==> config.mk <==
export PLATFORM = sky130hd
export DESIGN_NAME = mem_arbiter
export DESIGN_NICKNAME = d
export VERILOG_FILES = /design/src/rtl/mem_arbiter.sv
export SDC_FILE = /design/constraint.sdc
export NUM_CORES = 1
export LEC_CHECK = 0
export BUFFER_PORTS_ARGS = -buffer_cell sky130_fd_sc_hd__buf_2
export CAP_MARGIN = 10
export CORE_ASPECT_RATIO = 1.1
export CORE_MARGIN = 2
export CORE_UTILIZATION = 30
export CTS_BUF_LIST = sky130_fd_sc_hd__clkbuf_8 sky130_fd_sc_hd__clkbuf_16
export CTS_CLUSTER_SIZE = 20
export DETAILED_ROUTE_END_ITERATION = 16
export GPL_TIMING_DRIVEN = 0
export SYNTH_ARGS = -nofsm -noshare
export SYNTH_HDL_FRONTEND = slang
export SYNTH_SLANG_ARGS = --single-unit
==> constraint.sdc <==
create_clock -name clk -period 1.9 [get_ports clk]
set_clock_uncertainty 0.15 [all_clocks]
set_input_delay 0.19 -clock clk [delete_from_list [all_inputs] [get_ports clk]]
set_output_delay 0.19 -clock clk [all_outputs]
set_load 0.1 [all_outputs]
==> src/rtl/mem_arbiter.sv <==
// Round-robin arbiter sharing one combinational memory between fetch and data ports.
// Define MEM_ARB_PERF_EN to add saturating grant/conflict counters.
module mem_arbiter #(
  parameter int ADDR_W = 32
) (
  input  logic              clk,
  input  logic              rst_n,
  input  logic              ireq_val,
  output logic              ireq_rdy,
  input  logic [ADDR_W-1:0] ireq_addr,
  output logic              iresp_val,
  output logic [31:0]       iresp_data,
  input  logic              dreq_val,
  output logic              dreq_rdy,
  input  logic              dreq_type,
  input  logic [ADDR_W-1:0] dreq_addr,
  input  logic [31:0]       dreq_wdata,
  output logic              dresp_val,
  output logic [31:0]       dresp_rdata,
  output logic              memreq_val,
  output logic              memreq_type,
  output logic [ADDR_W-1:0] memreq_addr,
  output logic [31:0]       memreq_wdata,
  input  logic [31:0]       memresp_rdata
`ifdef MEM_ARB_PERF_EN
  ,
  output logic [15:0]       icount,
  output logic [15:0]       dcount,
  output logic [15:0]       conflicts
`endif
);

  typedef enum logic {
    GNT_I = 1'b0,
    GNT_D = 1'b1
  } gnt_e;

  gnt_e last_gnt;
  gnt_e last_gnt_nx;
  logic gnt_i;
  logic gnt_d;

  // Grants depend only on val and last_gnt, never on memory data.
  always_comb begin
    gnt_i       = 1'b0;
    gnt_d       = 1'b0;
    last_gnt_nx = last_gnt;
    if (rst_n) begin
      if (ireq_val && dreq_val) begin
        gnt_i = (last_gnt == GNT_D);
        gnt_d = (last_gnt == GNT_I);
      end else begin
        gnt_i = ireq_val;
        gnt_d = dreq_val;
      end
    end
    if (gnt_i) last_gnt_nx = GNT_I;
    if (gnt_d) last_gnt_nx = GNT_D;
  end

  assign ireq_rdy = gnt_i;
  assign dreq_rdy = gnt_d;

  always_comb begin
    memreq_val   = 1'b0;
    memreq_type  = 1'b0;
    memreq_addr  = '0;
    memreq_wdata = '0;
    unique case (1'b1)
      gnt_i: begin
        memreq_val  = 1'b1;
        memreq_addr = ireq_addr;
      end
      gnt_d: begin
        memreq_val   = 1'b1;
        memreq_type  = dreq_type;
        memreq_addr  = dreq_addr;
        memreq_wdata = dreq_wdata;
      end
      default: ;
    endcase
  end

  always_ff @(posedge clk or negedge rst_n) begin
    if (!rst_n) begin
      last_gnt    <= GNT_D;
      iresp_val   <= 1'b0;
      dresp_val   <= 1'b0;
      iresp_data  <= '0;
      dresp_rdata <= '0;
    end else begin
      last_gnt  <= last_gnt_nx;
      iresp_val <= gnt_i;
      dresp_val <= gnt_d;
      if (gnt_i) iresp_data <= memresp_rdata;
      if (gnt_d) dresp_rdata <= dreq_type ? 32'h0 : memresp_rdata;
    end
  end

`ifdef MEM_ARB_PERF_EN
  always_ff @(posedge clk or negedge rst_n) begin
    if (!rst_n) begin
      icount    <= '0;
      dcount    <= '0;
      conflicts <= '0;
    end else begin
      if (gnt_i && icount != 16'hFFFF) icount <= icount + 16'd1;
      if (gnt_d && dcount != 16'hFFFF) dcount <= dcount + 16'd1;
      if (ireq_val && dreq_val && conflicts != 16'hFFFF)
        conflicts <= conflicts + 16'd1;
    end
  end
`endif

endmodule

==> key figures <==
Critical path
  – CP startpoint kind: flip-flop
  – Delay-heaviest family, CP: buffers and inverters
  – CP max stage delay: 0.54 ns
  – Crit. path cell count: 6
  – CP Cell Sequence: buf_4 -> a21oi_4 -> buf_8 -> buf_8 -> a22o_4 -> buf_12
  – CP most frequent cell: buf_8
  – Crit path max fanout: 10
  – FF-to-FF Start: last_gnt
  – Crit path kind: reg2out
  – Arrival time worst endpoint: 1.80 ns
  – Slowest-stage cell, CP: dfstp_2
  – Req. time, crit path: ~1.6 ns
  – Worst path bufs/invs: 4
  – R2r setup slk: roughly 0.080 ns
  – Crit end category: output port
  – Reg2Reg Depth: 7
  – Reg2reg end: dresp_rdata[22]

STA
  – Fin crit share: 112%
  – Final hold slack: -0.391 ns
  – Slew headroom: 64.9%
  – Fmax: 468 MHz
  – Final WS setup: -0.236 ns
  – Final setup fails: 66
  – Worst slew pin tran: roughly 0.53 ns
  – Pins Over Slew Limit: 0
  – Fin. Hold Viols: 67
  – RSZ-0062 raised after global routing: true
  – Min cycle time layout: approximately 2.1 ns

Global routing
  – Total global routing overflow: 0
  – Pin count of the biggest net entering global routing: 71
  – Global-route usage over all layers: between 20% and 30%
  – Vias in the first global route: roughly 3.8k
  – Antenna violations before repair: 0
  – Global-route wire length before repair: between 20000 and 25000 um

Detailed routing
  – Drt total wl: 14000 um
  – Iteration-0 DRC Markers: 100
  – Antenna-violating nets left: 0
  – DR WL/cell: between 15 and 20 um
  – Drt pass-1 iters: 4
  – Vias/cell: about 4.6
  – Routed vias: between 3k and 4k
  – Post-route DRC violation count: 0

Synth
  – Syn Std Cell Area: 0.00341 mm^2
  – Synthesized area per cell: roughly 13 um^2
  – Most common cell in the synthesized netlist: dfrtp_1
  – Share of the synthesized area in the top cell type: 48.5%
  – Synth unique cells: 18
  – Cell count after synthesis: roughly 260
  – Async SR Flop Fraction: between 90% and 100%
  – Post-Syn Nets: about 400
  – EDFF count, synth: 0
  – Sequential area share after synthesis: 49.2%
  – Seq cells post-synth: 67
  – Top post-synthesis cells by count: dfrtp_1 (66), mux2_2 (34), and2_1 (33)
  – Synth area leaders: dfrtp_1 (48%), mux2_4 (13%), mux2_2 (11%)
  – Synth area leader: dfrtp_1
  – Warnings from Yosys: 0
  – Main flop type after synthesis: dfrtp_1

Clock tree
  – CTS Root Cell: clkbuf_16
  – Clk Latency, worst-skew pair: 0.33 ns
  – Worst-case clock buffer depth: 2
  – TritonCTS Sinks: 67
  – CTS tree: yes
  – Hold_buf cts: 33
  – CTS Buf Count: 9
  – H-tree depth: 3
  – Reg clk slew, reported paths: 0.06 ns

Power
  – Worst VDD drop: roughly 580 uV
  – Leakage: approximately 3.7 nW
  – PwrDens: 1060 mW/mm^2

Die
  – Row count: 40
  – Core Region: around 0.011 mm^2
  – Starting density of the core: slightly above 30%
  – Die height: approximately 120 um
  – Ports: between 200 and 300
  – Die area: ~0.012 mm^2
  – Die Wd: about 110 um

Run status
  – Failing checks: hold timing, setup timing
  – Status: complete, but fails checks

Layout
  – Share of layout cells above drive strength 1: between 70% and 80%
  – Area growth syn-to-layout: 113%
  – # diodes: 0
  – Nets: slightly above 700

Hold path
  – Hold/Removal Path Class: in2async

Placement
  – Placer Congestion: 0.787
  – PortBufs: approximately 270
  – Detailed Place HPWL: approximately 9500 um
  – Setup slack after placement: -1.26 ns

Flow run
  – Max-cap violations: 0
[worst max path at each step]
stage	start	to	slack [ns]
3_3_place_gp	rst_n	memreq_addr[11]	-1.76
4_1_cts	last_gnt	memreq_addr[13]	-0.28
6_report	last_gnt	memreq_addr[11]	-0.24
3_5_place_dp	rst_n	memreq_addr[11]	-1.26
2_1_floorplan	last_gnt	memreq_addr[20]	-0.04
5_1_grt	last_gnt	memreq_addr[4]	-0.29
[per-stage QoR]
step / power, W / cells / util [%] / area (um^2) / setup TNS (ns)
after global placement: 0.00553 / 669 / 47.5 / 5230 / -157.78
after CTS: 0.00773 / 734 / 66.1 / 7280 / -8.97
after global routing: 0.00796 / 733 / 66.1 / 7270 / -14.07
after floorplan: 0.00489 / 256 / - / 3720 / -0.405
final: 0.00768 / 733 / 66.1 / 7270 / -10.45
after detailed placement: 0.00556 / 669 / 47.5 / 5230 / -90.88
[worst reg2reg max path, stage by stage (launching register included)]
cell	delay, ns
dfstp_2	0.37
buf_4	0.13
a21oi_4	0.15
buf_6	0.14
buf_12	0.10
buf_4	0.10
buf_4	0.19
mux2_2	0.36
[repair_timing]
item	in CTS	in global routing
buffers inserted	12	1
gates resized for setup	341	9
endpoints found under the setup margin	100	66
hold endpoints to repair	100	67
pin swaps	23	2
cloned	5	0
[metal layers]
metal	wire (um)	track usage (%)	vias to the layer above
met5	0	0	-
met1	5090	24.8	1629
met2	7510	43.2	192
met3	1060	6.58	22
li1	-	-	1544
met4	316	7.19	0
[layout by cell type (no fill, tap or decap), drive strengths merged]
master         n
a21o           1
a21oi          1
a22o          32
and2          33
buf          292
bufinv         1
clkbuf        18
clkinv         4
clkinvlp       2
dfrtp         66
dfstp          1
dlygate4sd3   33
inv            2
mux2          64
nand2          2
nor2b         32
o21a           1
o21bai         1
[cells by family after synthesis]
group	after synthesis	synth area share, %
mux	64	24.4
buf+inv	22	4.81
flops	67	49.2
simple gates	67	12.2
compound gates	36	9.36
[power breakdown]
group	switching [W]	internal (W)	leakage [nW]	total [W]
registers	0.000133	0.00168	0.827	0.00182
logic	0.00308	0.00116	2.72	0.00424
clock network	0.000622	0.00101	0.141	0.00163
[final cells by class]
class                      instances  area, um^2
multi-input combinational        167        1930
timing repair buffer             316        2900
tap                              147         184
inverter                           2        20.0
clock inverter                     7        68.8
buffer                            18         269
fill                             813        3740
clock buffer                       9         225
sequential                        67        1680
[flip-flops by register name, summed over array words and instances (netlist names)]
signal and flops:
dresp_val 1, iresp_val 1, iresp_data 32, dresp_rdata 32
last_gnt 1
(Power assumes the default switching activity.)
